--- src/rtl/countdown_pkg.sv ---
// Shared types and constants for the countdown front-panel sequencer.
// Latency: n/a (package only).
// Backpressure: n/a (package only).
package countdown_pkg;

    typedef enum logic [2:0] {
        IDLE  = 3'd0,
        SET   = 3'd1,
        RUN   = 3'd2,
        PAUSE = 3'd3,
        DONE  = 3'd4
    } state_t;

    localparam int         NUM_FIELDS = 3;
    localparam logic [1:0] FLD_0      = 2'd0;
    localparam logic [1:0] FLD_1      = 2'd1;
    localparam logic [1:0] FLD_2      = 2'd2;

    // One-hot strobe for the field currently being edited.
    function automatic logic [NUM_FIELDS-1:0] field_onehot(input logic [1:0] fld);
        logic [NUM_FIELDS-1:0] one;
        one = 3'b001;
        return one << fld;
    endfunction

endpackage

--- src/rtl/key_repeat.sv ---
// Edge + auto-repeat pulse generator for one held key.
// Latency: pulse is combinational from this cycle's key and registered history; the parent registers it.
// Backpressure: none; en low clears the hold/repeat timers and the edge history.
module key_repeat #(
    parameter int HOLD_CYC   = 25_000_000,
    parameter int REPEAT_CYC = 5_000_000
) (
    input  logic Clk,
    input  logic Reset_n,
    input  logic en,
    input  logic key,
    output logic pulse
);

    localparam int HW = $clog2(HOLD_CYC + 1);
    localparam int RW = $clog2(REPEAT_CYC + 1);

    logic          key_q, key_d;
    logic [HW-1:0] hold_q, hold_d;
    logic [RW-1:0] rep_q, rep_d;

    // Hold timer counts up to HOLD_CYC and sticks there; only then does the repeat timer run.
    always_comb begin
        key_d  = en & key;
        hold_d = hold_q;
        rep_d  = rep_q;
        pulse  = 1'b0;
        if (!en || !key) begin
            hold_d = '0;
            rep_d  = '0;
        end else if (!key_q) begin
            pulse  = 1'b1;
            hold_d = '0;
            rep_d  = '0;
        end else if (hold_q != HW'(HOLD_CYC)) begin
            hold_d = hold_q + HW'(1);
            if (hold_d == HW'(HOLD_CYC)) begin
                pulse = 1'b1;
            end
        end else if (rep_q == RW'(REPEAT_CYC - 1)) begin
            pulse = 1'b1;
            rep_d = '0;
        end else begin
            rep_d = rep_q + RW'(1);
        end
    end

    // Edge history and timers.
    always_ff @(posedge Clk or negedge Reset_n) begin
        if (!Reset_n) begin
            key_q  <= 1'b0;
            hold_q <= '0;
            rep_q  <= '0;
        end else begin
            key_q  <= key_d;
            hold_q <= hold_d;
            rep_q  <= rep_d;
        end
    end

endmodule

--- src/rtl/countdown_ctrl.sv ---
// Front-panel sequencer: key events -> counter_down controls, edit blink and alarm.
// Latency: every output is registered; a key event at cycle n shows at cycle n+1.
// Backpressure: none; key_reset_p overrides everything, unused key events are dropped.
module countdown_ctrl
    import countdown_pkg::*;
#(
    parameter int HOLD_CYC   = 25_000_000,
    parameter int REPEAT_CYC = 5_000_000,
    parameter int BLINK_CYC  = 12_500_000,
    parameter int ALARM_CYC  = 250_000_000
) (
    input  logic       Clk,
    input  logic       Reset_n,
    input  logic       key_mode_p,
    input  logic       key_start_p,
    input  logic       key_reset_p,
    input  logic       key_up,
    input  logic       key_down,
    input  logic       cnt_zero,
    output logic [2:0] cnt_inc,
    output logic [2:0] cnt_dec,
    output logic       cnt_down,
    output logic       start_flag,
    output logic       reset_flag,
    output logic [1:0] sel,
    output logic       blink,
    output logic       alarm
);

    localparam int BW = $clog2(BLINK_CYC + 1);
    localparam int AW = $clog2(ALARM_CYC + 1);

    state_t        state_q, state_d;
    logic [1:0]    sel_q, sel_d;
    logic          blink_q, blink_d;
    logic [BW-1:0] blink_cnt_q, blink_cnt_d;
    logic [AW-1:0] alarm_cnt_q, alarm_cnt_d;
    logic          up_q, dn_q;
    logic [2:0]    cnt_inc_q, cnt_inc_d, cnt_dec_q, cnt_dec_d;
    logic          cnt_down_q, cnt_down_d, start_flag_q, start_flag_d;
    logic          reset_flag_q, reset_flag_d, alarm_q, alarm_d;

    logic edit_en, up_pulse, dn_pulse, up_rise, dn_rise;

    // Repeat generators only run while editing with exactly one key held; a reset key clears them.
    assign edit_en = (state_q == SET) && !(key_up && key_down) && !key_reset_p;
    assign up_rise = key_up & ~up_q;
    assign dn_rise = key_down & ~dn_q;

    key_repeat #(.HOLD_CYC(HOLD_CYC), .REPEAT_CYC(REPEAT_CYC)) u_rep_up (
        .Clk(Clk), .Reset_n(Reset_n), .en(edit_en), .key(key_up), .pulse(up_pulse)
    );

    key_repeat #(.HOLD_CYC(HOLD_CYC), .REPEAT_CYC(REPEAT_CYC)) u_rep_dn (
        .Clk(Clk), .Reset_n(Reset_n), .en(edit_en), .key(key_down), .pulse(dn_pulse)
    );

    // Next state, field select, blink/alarm timers and the registered output values.
    always_comb begin
        state_d      = state_q;
        sel_d        = sel_q;
        blink_d      = blink_q;
        blink_cnt_d  = blink_cnt_q;
        alarm_cnt_d  = '0;
        cnt_inc_d    = 3'b000;
        cnt_dec_d    = 3'b000;
        start_flag_d = 1'b0;
        reset_flag_d = 1'b0;
        if (key_reset_p) begin
            state_d      = IDLE;
            sel_d        = FLD_0;
            blink_d      = 1'b0;
            blink_cnt_d  = '0;
            reset_flag_d = 1'b1;
        end else begin
            case (state_q)
                IDLE: begin
                    if (key_mode_p) begin
                        state_d     = SET;
                        sel_d       = FLD_0;
                        blink_d     = 1'b1;
                        blink_cnt_d = '0;
                    end else if (key_start_p && !cnt_zero) begin
                        state_d      = RUN;
                        start_flag_d = 1'b1;
                    end
                end
                SET: begin
                    // Pulses land on the field selected when the key event happened.
                    if (up_pulse) cnt_inc_d = field_onehot(sel_q);
                    if (dn_pulse) cnt_dec_d = field_onehot(sel_q);
                    if (key_mode_p) begin
                        blink_cnt_d = '0;
                        if (sel_q == FLD_2) begin
                            state_d = IDLE;
                            sel_d   = FLD_0;
                            blink_d = 1'b0;
                        end else begin
                            sel_d   = sel_q + 2'd1;
                            blink_d = 1'b1;
                        end
                    end else if (blink_cnt_q == BW'(BLINK_CYC - 1)) begin
                        blink_d     = ~blink_q;
                        blink_cnt_d = '0;
                    end else begin
                        blink_cnt_d = blink_cnt_q + BW'(1);
                    end
                end
                RUN: begin
                    if (cnt_zero) begin
                        state_d = DONE;
                    end else if (key_start_p) begin
                        state_d = PAUSE;
                    end
                end
                PAUSE: begin
                    if (key_start_p) state_d = RUN;
                end
                DONE: begin
                    // Any key just acknowledges the alarm.
                    if (key_mode_p || key_start_p || up_rise || dn_rise) begin
                        state_d = IDLE;
                    end else if (alarm_cnt_q == AW'(ALARM_CYC - 1)) begin
                        state_d = IDLE;
                    end else begin
                        alarm_cnt_d = alarm_cnt_q + AW'(1);
                    end
                end
                default: state_d = IDLE;
            endcase
        end
        cnt_down_d = (state_d == RUN);
        alarm_d    = (state_d == DONE);
    end

    // State and output registers.
    always_ff @(posedge Clk or negedge Reset_n) begin
        if (!Reset_n) begin
            state_q      <= IDLE;
            sel_q        <= FLD_0;
            blink_q      <= 1'b0;
            blink_cnt_q  <= '0;
            alarm_cnt_q  <= '0;
            up_q         <= 1'b0;
            dn_q         <= 1'b0;
            cnt_inc_q    <= 3'b000;
            cnt_dec_q    <= 3'b000;
            cnt_down_q   <= 1'b0;
            start_flag_q <= 1'b0;
            reset_flag_q <= 1'b0;
            alarm_q      <= 1'b0;
        end else begin
            state_q      <= state_d;
            sel_q        <= sel_d;
            blink_q      <= blink_d;
            blink_cnt_q  <= blink_cnt_d;
            alarm_cnt_q  <= alarm_cnt_d;
            up_q         <= key_up;
            dn_q         <= key_down;
            cnt_inc_q    <= cnt_inc_d;
            cnt_dec_q    <= cnt_dec_d;
            cnt_down_q   <= cnt_down_d;
            start_flag_q <= start_flag_d;
            reset_flag_q <= reset_flag_d;
            alarm_q      <= alarm_d;
        end
    end

    assign cnt_inc    = cnt_inc_q;
    assign cnt_dec    = cnt_dec_q;
    assign cnt_down   = cnt_down_q;
    assign start_flag = start_flag_q;
    assign reset_flag = reset_flag_q;
    assign sel        = sel_q;
    assign blink      = blink_q;
    assign alarm      = alarm_q;

endmodule

--- config.mk ---
export PLATFORM = sky130hd
export DESIGN_NAME = countdown_ctrl
export DESIGN_NICKNAME = d
export VERILOG_FILES = /design/src/rtl/countdown_pkg.sv /design/src/rtl/key_repeat.sv /design/src/rtl/countdown_ctrl.sv
export SDC_FILE = /design/constraint.sdc
export NUM_CORES = 1
export LEC_CHECK = 0
export ABC_CLOCK_PERIOD_IN_PS = 3800
export CAP_MARGIN = 5
export CORE_MARGIN = 5
export CORE_UTILIZATION = 60
export CTS_BUF_LIST = sky130_fd_sc_hd__clkbuf_4 sky130_fd_sc_hd__clkbuf_8 sky130_fd_sc_hd__clkbuf_16
export DETAILED_ROUTE_END_ITERATION = 7
export PLACE_DENSITY_LB_ADDON = 0.2
export SETUP_SLACK_MARGIN = 0.2
export SKIP_LAST_GASP = 1
export SLEW_MARGIN = 10
export SYNTH_ARGS = -nofsm -noshare
export SYNTH_HDL_FRONTEND = slang
export SYNTH_SLANG_ARGS = --single-unit
export TNS_END_PERCENT = 10
--- constraint.sdc ---
create_clock -name Clk -period 3.8 [get_ports Clk]
set_input_delay 0.95 -clock Clk [delete_from_list [all_inputs] [get_ports Clk]]
set_output_delay 0.95 -clock Clk [all_outputs]
set_load 0.1 [all_outputs]
==> results.rst, run 1 <==
.. list-table::
   :header-rows: 1

   * - Metric
     - Value
   * - Average instance area after synthesis
     - 9.18 um^2
   * - Hold Worst Slack
     - 0.407 ns
   * - Longest Clk Path Bufs
     - 2
   * - Internal portion of total power
     - 3030 uW
   * - Global-route usage over all layers
     - 22.4%
   * - Combinational power share
     - 3.2%
   * - Actual slew at the worst max-slew pin
     - 0.985 ns
   * - Total wire length after detailed routing
     - 19,200 um
   * - Final setup violation count
     - 0
   * - Effective utilization at floorplan
     - 60.7%
   * - Final layout net count
     - just over 1,000
   * - Share of async-settable or async-resettable flops after synthesis
     - 100%
   * - Width of the chip
     - 134 um
   * - Number of detailed-route iterations in the first pass
     - 5
   * - Fillers
     - about 1,200
   * - Synthesized instance count
     - 998
   * - Placeable core region
     - 0.0151 mm^2
   * - GRT Residual Overflow
     - 0
   * - Antenna violations before repair
     - 0
   * - Max-cap violations
     - 0
   * - Register bit count reported by yosys
     - 168
   * - Clock latency on the worst-skew pair
     - 0.43 ns
   * - # IOs
     - 21
   * - Detail Route Antenna Nets
     - 0
   * - TritonCTS clock tree
     - yes
   * - Post-route clock period utilization
     - 83.5%
   * - Net count after synthesis
     - 1,016
   * - TritonCTS Buffers
     - 17
   * - Count of warnings emitted by yosys
     - 0
   * - Number of enable-type register cells in the synthesized netlist
     - 0
   * - Post-synth top flop
     - dfrtp_1
   * - Critical path launch point type
     - input port
   * - Library cell with the largest summed area after synthesis
     - dfrtp_1
   * - Worst-case headroom to the max-slew limit
     - about a third
   * - Wire length of the first global-routing pass
     - approximately 33,000 um
   * - Arrival time worst endpoint
     - 3.51 ns
   * - Number of distinct standard cells referenced by the synthesized netlist
     - 62
   * - Power Dens Cells
     - 378 mW/mm^2
   * - Top cells by area, synth
     - dfrtp_1, nor2_1, xor2_1, nand2_1, xnor2_1
   * - Proportion of synthesized chip area in sequential cells
     - 45.9%
   * - Path type of the worst min-delay path
     - input port to async pin
   * - Highest net fanout along the worst path
     - 42
   * - Total negative slack for setup checks
     - 0 ns
   * - Total met2 wirelength after detailed routing
     - 8790 um
   * - Cell area after technology mapping
     - around 0.0092 mm^2
   * - Pin count of the biggest net entering global routing
     - 70
   * - DRC violation count after routing
     - 0
   * - Average wire per cell in the routed design
     - 15.9 um
   * - Max Freq
     - between 300 and 400 MHz
   * - Die Area
     - 0.0178 mm^2
   * - Deepest level of the CTS H-tree
     - 4
   * - Setup repair after global routing missed its margin
     - false
   * - Switching part of the total
     - 21.0%
   * - Routed length on met3
     - ~870 um
   * - CP required
     - 4.14 ns
   * - Post-CTS sizing
     - 0
   * - Share of total power in the clock network
     - about half
   * - Power consumption
     - 3830 uW
   * - Uppermost layer routed
     - met4
   * - Clock edge transition at the registers on the reported setup and hold paths
     - around 0.070 ns
   * - Final weighted congestion of routability-driven global placement
     - 0.902
   * - Switching power
     - 807 uW
   * - Final hold violation count
     - 0
   * - Leak pwr
     - 0.00402 uW
   * - Number of max-slew violations in the final report
     - 0
   * - Peak supply drop
     - approximately 0.00042 V
   * - First-iteration detailed-routing DRC count
     - 668
   * - Largest clock skew in the final design
     - 0.00770 ns
   * - Result of the run
     - complete, no violations
   * - Critical path start-end classification
     - input port to register
   * - Root buffer selected by CTS
     - clkbuf_16
   * - Number of buffers inserted by post-CTS setup repair
     - 0
   * - Clock Sinks
     - roughly 170
   * - Via-to-Cell Ratio
     - about 6
   * - Number of global-route vias before repair
     - 6,812
   * - Relative contribution of sequential cells to total power
     - 47.1%
   * - HPWL Detailed
     - 12,700 um
   * - Hold buffer count at cts
     - 0
   * - WL met1
     - 9300 um
   * - Number of cell rows
     - 45
   * - Diode count
     - 0
   * - Relative area change from synthesis to final layout
     - 10.8%
   * - Crit. End Element
     - register
   * - Number of buffers inserted by port buffering
     - 20
   * - Final critical-path required period
     - 3.17 ns
   * - Fraction of layout cells with a size suffix above 1
     - 8.13%
   * - Vert. Die Dim
     - roughly 130 um
   * - Share of the synthesized area in the top cell type
     - 45.9%
   * - Vias post-DR
     - 7,231
==> critical path, stage by stage <==
cell and delay (ns):
clkdlybuf4s50_1 0.43, or4b_4 0.58, or3b_4 0.44, clkinv_4 0.07
nand2_4 0.04, or3_1 0.30, buf_4 0.28, a41oi_1 0.23
o21ai_1 0.10, o31ai_2 0.07
==> power groups by stage <==
stage | Sequential (uW) | Combinational [uW] | Clock [uW]
6_report | 1810 | 123 | 1900
5_1_grt | 1800 | 136 | 2020
4_1_cts | 1800 | 127 | 1930
3_5_place_dp | 1840 | 126 | 0
3_3_place_gp | 1840 | 126 | 0
2_1_floorplan | 1860 | 36.5 | 0
==> cell type report <==
| class | count | area, um^2 | area share [%] |
|---|---|---|---|
| Tap cell | 188 | 235 | 2.32 |
| Clock buffer | 20 | 454 | 4.48 |
| Multi-Input combinational cell | 771 | 4680 | 46.1 |
| Clock inverter | 11 | 194 | 1.91 |
| Timing Repair Buffer | 34 | 314 | 3.10 |
| Inverter | 17 | 68.8 | 0.678 |
| Sequential cell | 168 | 4200 | 41.4 |
==> cell usage after synthesis, types with 8 or more instances <==
| cell type | n |
|---|---|
| a21oi_1 | 16 |
| a31oi_1 | 12 |
| and2_1 | 10 |
| and3_1 | 21 |
| and4_1 | 10 |
| clkbuf_1 | 28 |
| dfrtp_1 | 168 |
| ha_1 | 10 |
| inv_1 | 16 |
| nand2_1 | 101 |
| nand2b_1 | 22 |
| nand3_1 | 65 |
| nand4_1 | 32 |
| nor2_1 | 135 |
| nor2b_1 | 20 |
| nor3_1 | 21 |
| nor4_1 | 25 |
| nor4b_1 | 9 |
| o21ai_0 | 18 |
| o21ai_1 | 53 |
| o31ai_1 | 15 |
| o41ai_2 | 10 |
| or3_1 | 8 |
| xnor2_1 | 38 |
| xor2_1 | 53 |
==> worst paths after layout <==
kind / start / end / slack, ns / cells past startpoint
min in group Clk: u_rep_up.rep_q[4] / u_rep_up.rep_q[4] / 0.48 / 1
max reg2reg: u_rep_dn.hold_q[0] / u_rep_dn.rep_q[21] / 0.92 / 9
max: key_reset_p / u_rep_dn.rep_q[21] / 0.63 / 10
min reg2reg: u_rep_up.rep_q[4] / u_rep_up.rep_q[4] / 0.48 / 1
min: Reset_n / u_rep_dn.hold_q[11] / 0.41 / 1
max in group asynchronous: Reset_n / u_rep_up.hold_q[2] / 2.64 / 2
==> through the flow <==
step	setup slack (ns)	utilization (%)	cells	instance area, um^2
global placement	0.259	62.9	1178	9500
floorplan	0.728	-	998	9160
finish	0.628	67.2	1209	10100
global route	0.542	67.2	1209	10100
CTS	0.657	67.2	1209	10100
detailed placement	0.206	62.9	1178	9500
==> per-layer routing <==
metal | vias up | GRT usage [%]
met5 | - | 0
met4 | 0 | 6.46
met3 | 28 | 4.80
met2 | 166 | 34.1
met1 | 3468 | 32.4
li1 | 3569 | -
==> cell usage in the layout (no fill, tap or decap), types with 15 or more instances in the layout <==
cell,n
a21oi_1,16
dfrtp_1,168
buf_4,15
clkdlybuf4s50_1,17
nand4_1,32
inv_1,16
xor2_1,53
nor2b_1,20
nand2_1,101
nand2b_1,22
nor4_1,25
nor3_1,21
nand3_1,65
o31ai_1,15
clkbuf_16,17
and3_1,21
o21ai_0,18
o21ai_1,53
nor2_1,135
xnor2_1,38
==> kinds of logic (layout without fill, tap and decap cells) <==
group | after synthesis | count (layout) | share of synthesized area [%]
compound gates | 147 | 147 | 11.0
xor+xnor | 91 | 91 | 8.70
fa+ha+maj | 10 | 10 | 1.37
buf+inv | 59 | 82 | 3.06
flops | 168 | 168 | 45.9
mux | 6 | 6 | 0.697
simple gates | 517 | 517 | 29.3
==> state kept, by name, indices dropped and copies added (netlist names) <==
name / count
cnt_dec: 3
u_rep_dn.key_q: 1
blink_cnt_q: 24
alarm_cnt_q: 28
start_flag: 1
u_rep_dn.hold_q: 25
cnt_down: 1
u_rep_up.rep_q: 23
reset_flag: 1
u_rep_dn.rep_q: 23
cnt_inc: 3
sel: 2
blink: 1
u_rep_up.hold_q: 25
dn_q: 1
alarm: 1
state_q: 3
up_q: 1
u_rep_up.key_q: 1
Power figures use the tool's default switching activity.
==> inputs of run 2 (changes only) <==
--- a/config.mk
+++ b/config.mk
@@ -5,10 +5,10 @@
 export SDC_FILE = /design/constraint.sdc
 export NUM_CORES = 1
 export LEC_CHECK = 0
-export ABC_CLOCK_PERIOD_IN_PS = 3800
+export ABC_CLOCK_PERIOD_IN_PS = 2700
 export CAP_MARGIN = 5
 export CORE_MARGIN = 5
-export CORE_UTILIZATION = 60
+export CORE_UTILIZATION = 57
 export CTS_BUF_LIST = sky130_fd_sc_hd__clkbuf_4 sky130_fd_sc_hd__clkbuf_8 sky130_fd_sc_hd__clkbuf_16
 export DETAILED_ROUTE_END_ITERATION = 7
 export PLACE_DENSITY_LB_ADDON = 0.2
==> constraint.sdc (replaced) <==
create_clock -name Clk -period 2.7 [get_ports Clk]
set_input_delay 0.675 -clock Clk [delete_from_list [all_inputs] [get_ports Clk]]
set_output_delay 0.675 -clock Clk [all_outputs]
set_load 0.1 [all_outputs]
==> results.rst, run 2 (same netlist as run 1, synthesis figures left out) <==
.. list-table::
   :header-rows: 1

   * - Metric
     - Value
   * - Peak supply drop
     - 0.000487 V (+16%)
   * - Total negative slack for setup checks
     - 0 ns (unchanged)
   * - Critical path launch point type
     - input port
   * - Crit. End Element
     - register
   * - Fraction of the core area covered by cells at the end of the flow
     - 68.5% (+1.2 points)
   * - Largest stage delay on the critical path
     - 0.49 ns (-0.09 ns)
   * - Final critical-path required period
     - 2.61 ns
   * - Placeable core region
     - 0.0158 mm^2 (+4.9%)
   * - Count of buffering cells on the critical path with inverters included
     - 4 (+1)
   * - Number of max-slew violations in the final report
     - 0 (unchanged)
   * - Detail Route Antenna Nets
     - 0 (unchanged)
   * - CP required
     - 3.05 ns (-1.09 ns)
   * - # IOs
     - 21 (unchanged)
   * - Antenna violations before repair
     - 0 (unchanged)
   * - Final hold violation count
     - 0 (unchanged)
   * - TritonCTS clock tree
     - yes
   * - Final weighted congestion of routability-driven global placement
     - 0.920 (+2.0%)
   * - Fraction of layout cells with a size suffix above 1
     - 16.1% (+8.0 points)
   * - Wire length of the first global-routing pass
     - 34,400 um (+3.9%)
   * - CP cell instances
     - clkdlybuf4s15_2 -> or4b_4 -> or3b_4 -> clkinv_4 -> nand2_4 -> or3_4 -> buf_12 -> buf_16 -> o21ai_1 -> nand2_1 -> o21ai_1
   * - Clock latency on the worst-skew pair
     - 0.43 ns (about the same)
   * - Post-layout worst setup margin
     - 0.0856 ns (-0.543 ns)
   * - First-iteration detailed-routing DRC count
     - 513 (-23%)
   * - TritonCTS Buffers
     - 17 (unchanged)
   * - Pin count of the biggest net entering global routing
     - 52 (-26%)
   * - FF-to-FF path depth
     - 10 (+1)
   * - Width of the chip
     - 137 um (+2.4%)
   * - Via-to-Cell Ratio
     - 5.82 (-2.6%)
   * - Die Area
     - 0.0187 mm^2 (+4.9%)
   * - Diode count
     - 0 (unchanged)
   * - Relative area change from synthesis to final layout
     - 18.3%
   * - Clock Sinks
     - 168 (unchanged)
   * - Largest clock skew in the final design
     - 0.0111 ns (+0.00344 ns)
   * - HPWL Detailed
     - 13,300 um (+4.2%)
   * - Number of cells on the critical path
     - 11 (+1)
   * - Actual slew at the worst max-slew pin
     - 0.718 ns (-0.267 ns)
   * - Root buffer selected by CTS
     - clkbuf_16
   * - Number of global-route vias before repair
     - 7,282 (+6.9%)
   * - Leak pwr
     - 0.00444 uW (+11%)
   * - Most frequent cells in the layout
     - dfrtp_1, nor2_1, nand2_1
   * - Max Freq
     - 383 MHz
   * - Reg-to-Reg Start
     - state_q[1]
   * - Post-route clock period utilization
     - 96.8%
   * - Fillers
     - 1,237 (+1.7%)
   * - Final layout net count
     - 1,087 (+5.8%)
   * - Cell family contributing the most delay on the critical path
     - simple AND/OR/NAND/NOR gates
   * - Setup repair after global routing missed its margin
     - true
   * - Power Dens Cells
     - 472 mW/mm^2 (+25%)
   * - Registers with the most flip-flops
     - alarm_cnt_q (28), u_rep_dn.hold_q (25), u_rep_up.hold_q (25)
   * - Max-cap violations
     - 0 (unchanged)
   * - Effective utilization at floorplan
     - 57.9% (-2.8 points)
   * - Highest net fanout along the worst path
     - 21 (-50%)
   * - Pre-CTS setup slack
     - -0.475 ns (-0.681 ns)
   * - Critical-path top delay cell
     - or4b_4
   * - Most common cell after layout, fill and taps aside
     - dfrtp_1
   * - Longest Clk Path Bufs
     - 2 (unchanged)
   * - Deepest level of the CTS H-tree
     - 4 (unchanged)
   * - Placed inst area
     - 0.00997 mm^2 (+5.0%)
   * - Hold buffer count at cts
     - 0 (unchanged)
   * - Clock edge transition at the registers on the reported setup and hold paths
     - 0.06 ns (about the same)
   * - Average wire per cell in the routed design
     - 15.7 um (-1.5%)
   * - CP startpoint
     - key_reset_p
   * - Number of cell rows
     - 46 (+2.2%)
   * - Final setup violation count
     - 0 (unchanged)
   * - Vias post-DR
     - 7,559 (+4.5%)
   * - Number of detailed-route iterations in the first pass
     - 5 (unchanged)
   * - Worst-case headroom to the max-slew limit
     - 51.7% (+18 points)
   * - Path type of the worst min-delay path
     - input port to async pin
   * - Vert. Die Dim
     - 137 um (+2.4%)
   * - Total wire length after detailed routing
     - 20,300 um (+5.7%)
   * - Register with the highest flop count
     - alarm_cnt_q
   * - DRC violation count after routing
     - 0 (unchanged)
   * - Arrival time worst endpoint
     - 2.97 ns (-0.54 ns)
   * - Number of buffers inserted by port buffering
     - 20 (unchanged)
   * - Result of the run
     - complete, no violations
   * - GRT Residual Overflow
     - 0 (unchanged)
   * - End point of the critical path
     - u_rep_dn.rep_q[7]
   * - Register-to-register setup slack
     - 0.11 ns (-0.81 ns)
   * - Worst flop-to-flop path endpoint
     - u_rep_dn.rep_q[7]
   * - Global-route usage over all layers
     - 22.8% (+0.41 points)
   * - Summed area of non-filler cells in the final layout
     - 0.0108 mm^2 (+6.8%)
   * - Critical path start-end classification
     - input port to register
   * - Max reg flops
     - 28 (unchanged)
   * - Most Frequent Cell on Critical Path
     - o21ai_1
==> run 2: cell types whose count changed in the layout (fill, tap and decap cells not counted), sizes merged <==
cell / change
inv: +2
bufinv: -4
clkdlybuf4s15: +1
clkdlybuf4s50: -12
clkinv: -2
clkinvlp: +5
bufbuf: +1
buf: +70
==> run 2: metrics by stage <==
stage	hold WS, ns	total power (uW)	instances
final	0.198	5120	1298
after global routing	0.232	5280	1298
after CTS	0.212	5160	1297
after detailed placement	0.477	2790	1258
after global placement	0.475	2790	1258
after floorplan	0.379	2670	998
==> run 2: worst register-to-register path: stages, from the launching register on <==
cell and delay, ns:
dfrtp_1 0.38, or4b_4 0.54, or3b_4 0.44, clkinv_4 0.07
nand2_4 0.04, or3_4 0.43, buf_12 0.16, buf_16 0.16
o21ai_1 0.14, nand2_1 0.07, o21ai_1 0.08
==> run 2: layer usage <==
| layer | vias up | global-route usage [%] | share of wire [%] | wire (um) |
|---|---|---|---|---|
| li1 | 3686 | - | - | - |
| met1 | 3696 | 30.7 | 46 | 9340 |
| met2 | 148 | 37.1 | 48 | 9810 |
| met3 | 29 | 4.63 | 4.3 | 868 |
| met4 | 0 | 7.37 | 1.5 | 301 |
| met5 | - | 0 | 0 | 0 |
==> run 2: cell type report <==
cell class,count,area [um^2],area share (%)
well taps,216,270,2.49
clock buffers,20,460,4.25
inverters,17,68.8,0.635
flip-flops and latches,168,4200,38.8
repair buffers,94,918,8.48
clock inverters,12,115,1.06
multi-input cells,771,4800,44.3
==> run 2: worst min path at each step <==
stage / from / end / slack (ns) / cells after the start
2_1_floorplan: Reset_n / alarm / 0.38 / 0
3_3_place_gp: u_rep_up.rep_q[4] / u_rep_up.rep_q[4] / 0.47 / 1
3_5_place_dp: alarm_cnt_q[0] / alarm_cnt_q[0] / 0.48 / 1
4_1_cts: Reset_n / u_rep_dn.key_q / 0.21 / 1
5_1_grt: Reset_n / u_rep_dn.hold_q[4] / 0.23 / 1
6_report: Reset_n / u_rep_dn.hold_q[3] / 0.20 / 1
==> run 2: what timing repair did <==
item	in CTS	in global routing
pin swaps	4	6
buffers inserted	3	1
gates cloned	4	0
resized for setup	12	19
setup endpoints to repair	55	46
==> run 2: report_power, final <==
part	total, uW	switching, uW	internal, uW
registers	2540	8.70	2530
clock network	2380	1040	1340
logic	204	141	63.2
total	5120	1190	3930
==> inputs of run 3 (changes only) <==
--- a/config.mk
+++ b/config.mk
@@ -5,7 +5,7 @@
 export SDC_FILE = /design/constraint.sdc
 export NUM_CORES = 1
 export LEC_CHECK = 0
-export ABC_CLOCK_PERIOD_IN_PS = 2700
+export ABC_CLOCK_PERIOD_IN_PS = 2400
 export CAP_MARGIN = 5
 export CORE_MARGIN = 5
 export CORE_UTILIZATION = 57
==> constraint.sdc (replaced) <==
create_clock -name Clk -period 2.4 [get_ports Clk]
set_input_delay 0.6 -clock Clk [delete_from_list [all_inputs] [get_ports Clk]]
set_output_delay 0.6 -clock Clk [all_outputs]
set_load 0.1 [all_outputs]
==> results.rst, run 3 (same netlist as run 1, synthesis figures left out) <==
.. list-table::
   :header-rows: 1

   * - Metric
     - Value
   * - Power Dens Cells
     - 532 mW/mm^2 (+13%)
   * - Total wire length after detailed routing
     - 21,600 um (+6.5%)
   * - Placeable core region
     - 0.0158 mm^2 (unchanged)
   * - Leak pwr
     - 0.00479 uW (+7.9%)
   * - Most common cell after layout, fill and taps aside
     - dfrtp_1
   * - Vert. Die Dim
     - 137 um (unchanged)
   * - Die Area
     - 0.0187 mm^2 (unchanged)
   * - Hold Worst Slack
     - 0.0757 ns (-0.123 ns)
   * - Arrival time worst endpoint
     - 2.88 ns (-0.09 ns)
   * - Register with the highest flop count
     - alarm_cnt_q
   * - Most frequent cells in the layout
     - dfrtp_1, nor2_1, buf_4
   * - Worst-case headroom to the max-slew limit
     - 53.4% (+1.6 points)
   * - TritonCTS clock tree
     - yes
   * - Detail Route Antenna Nets
     - 0 (unchanged)
   * - Path type of the worst min-delay path
     - input port to async pin
   * - Max reg flops
     - 28 (unchanged)
   * - First-iteration detailed-routing DRC count
     - 628 (+22%)
   * - Deepest level of the CTS H-tree
     - 4 (unchanged)
   * - Final weighted congestion of routability-driven global placement
     - 0.930 (+1.0%)
   * - Number of global-route vias before repair
     - 7,462 (+2.5%)
   * - Final layout net count
     - 1,128 (+3.8%)
   * - Number of buffers inserted by port buffering
     - 20 (unchanged)
   * - Final critical-path required period
     - around 2.6 ns
   * - # IOs
     - 21 (unchanged)
   * - Summed area of non-filler cells in the final layout
     - 0.0114 mm^2 (+4.8%)
   * - Placed inst area
     - 0.0102 mm^2 (+2.6%)
   * - Clock Sinks
     - 168 (unchanged)
   * - Antenna violations before repair
     - 0 (unchanged)
   * - Width of the chip
     - 137 um (unchanged)
   * - Pin count of the biggest net entering global routing
     - 43 (-17%)
   * - Actual slew at the worst max-slew pin
     - 0.693 ns (-0.0243 ns)
   * - Critical path launch point type
     - input port
   * - Peak supply drop
     - 0.000528 V (+8.4%)
   * - Average wire per cell in the routed design
     - 16.2 um (+3.2%)
   * - GRT Residual Overflow
     - 0 (unchanged)
   * - CP required
     - 2.73 ns (-0.32 ns)
   * - Root buffer selected by CTS
     - clkbuf_16
   * - Registers with the most flip-flops
     - alarm_cnt_q (28), u_rep_dn.hold_q (25), u_rep_up.hold_q (25)
   * - Number of cell rows
     - 46 (unchanged)
   * - Setup repair after global routing missed its margin
     - true
   * - Clock edge transition at the registers on the reported setup and hold paths
     - 0.07 ns (about the same)
   * - TritonCTS Buffers
     - 17 (unchanged)
   * - Number of max-slew violations in the final report
     - 0 (unchanged)
   * - Critical path start-end classification
     - input port to register
   * - Relative area change from synthesis to final layout
     - 24.0%
   * - Final hold violation count
     - 0 (unchanged)
   * - Number of detailed-route iterations in the first pass
     - 5 (unchanged)
   * - Highest net fanout along the worst path
     - 6 (-71%)
   * - Crit. End Element
     - register
   * - Longest Clk Path Bufs
     - 2 (unchanged)
   * - Final setup violation count
     - 37 (+37)
   * - Pre-CTS setup slack
     - -0.718 ns (-0.243 ns)
   * - HPWL Detailed
     - 13,700 um (+3.2%)
   * - Fraction of layout cells with a size suffix above 1
     - 20.1% (+4.0 points)
   * - Total negative slack for setup checks
     - -3.29 ns (-3.29 ns)
   * - Post-layout worst setup margin
     - -0.150 ns (-0.236 ns)
   * - Hold buffer count at cts
     - 0 (unchanged)
   * - DRC violation count after routing
     - 0 (unchanged)
   * - Diode count
     - 0 (unchanged)
   * - Effective utilization at floorplan
     - 57.9% (unchanged)
   * - Global-route usage over all layers
     - 23.5% (+0.73 points)
   * - Max-cap violations
     - 0 (unchanged)
   * - Post-route clock period utilization
     - 106%
   * - Vias post-DR
     - 7,892 (+4.4%)
   * - Via-to-Cell Ratio
     - 5.89 (+1.2%)
   * - Clock latency on the worst-skew pair
     - 0.44 ns (about the same)
   * - Result of the run
     - finished with violations
   * - Largest clock skew in the final design
     - 0.0207 ns (+0.00958 ns)
   * - Max Freq
     - 392 MHz
   * - Failing checks
     - negative setup slack
   * - Wire length of the first global-routing pass
     - 35,500 um (+3.5%)
==> run 3: worst max-delay path: stages <==
cell and delay, ns:
dlygate4sd2_1 0.27, or4b_4 0.50, or3b_4 0.43, clkinv_4 0.07, nand2_4 0.04, or3_4 0.48, buf_12 0.18, a31oi_2 0.13
o21ai_1 0.11, o31ai_2 0.07
==> run 3: final timing paths <==
check	from	endpoint	slack [ns]	cells after the start
worst max-delay path	key_reset_p	u_rep_dn.rep_q[22]	-0.15	10
worst min-delay path	Reset_n	u_rep_dn.hold_q[5]	0.08	1
worst max register to register	state_q[1]	u_rep_dn.rep_q[22]	-0.13	9
worst min register to register	u_rep_up.rep_q[4]	u_rep_up.rep_q[4]	0.49	1
max in group asynchronous	Reset_n	blink_cnt_q[18]	1.72	2
min in group Clk	u_rep_up.rep_q[4]	u_rep_up.rep_q[4]	0.49	1
==> run 3: timing repair <==
action	4_1_cts	5_1_grt
setup buffers	1	5
gates cloned	4	5
pin swaps	6	12
endpoints found under the setup margin	99	121
gates resized for setup	13	34
==> run 3: report_power, final <==
part	internal, uW	switching [uW]	total (uW)
clock	1810	1150	2960
sequential	2840	10.2	2850
combinational	71.8	157	229
total	4720	1320	6040
==> run 3: per-stage QoR <==
step	utilization [%]	power (uW)	instances
2_1_floorplan	-	3000	998
3_3_place_gp	64.6	3130	1292
3_5_place_dp	64.6	3140	1292
4_1_cts	69.7	6070	1329
5_1_grt	71.7	6230	1339
6_report	71.7	6040	1339
==> run 3: per-layer routing <==
layer  global-route usage (%)  part of all wire [%]
met4                     6.37                   1.6
met3                     4.26                   4.6
met5                        0                     0
met1                     33.1                    46
met2                     37.7                    48
==> run 3: layout make-up <==
type | instances | area, um^2
inverters | 17 | 68.8
repair buffers | 135 | 1290
multi-input cells | 771 | 4890
well taps | 216 | 270
fillers | 1167 | 4470
flip-flops and latches | 168 | 4200
clock inverters | 11 | 169
clock buffers | 21 | 462
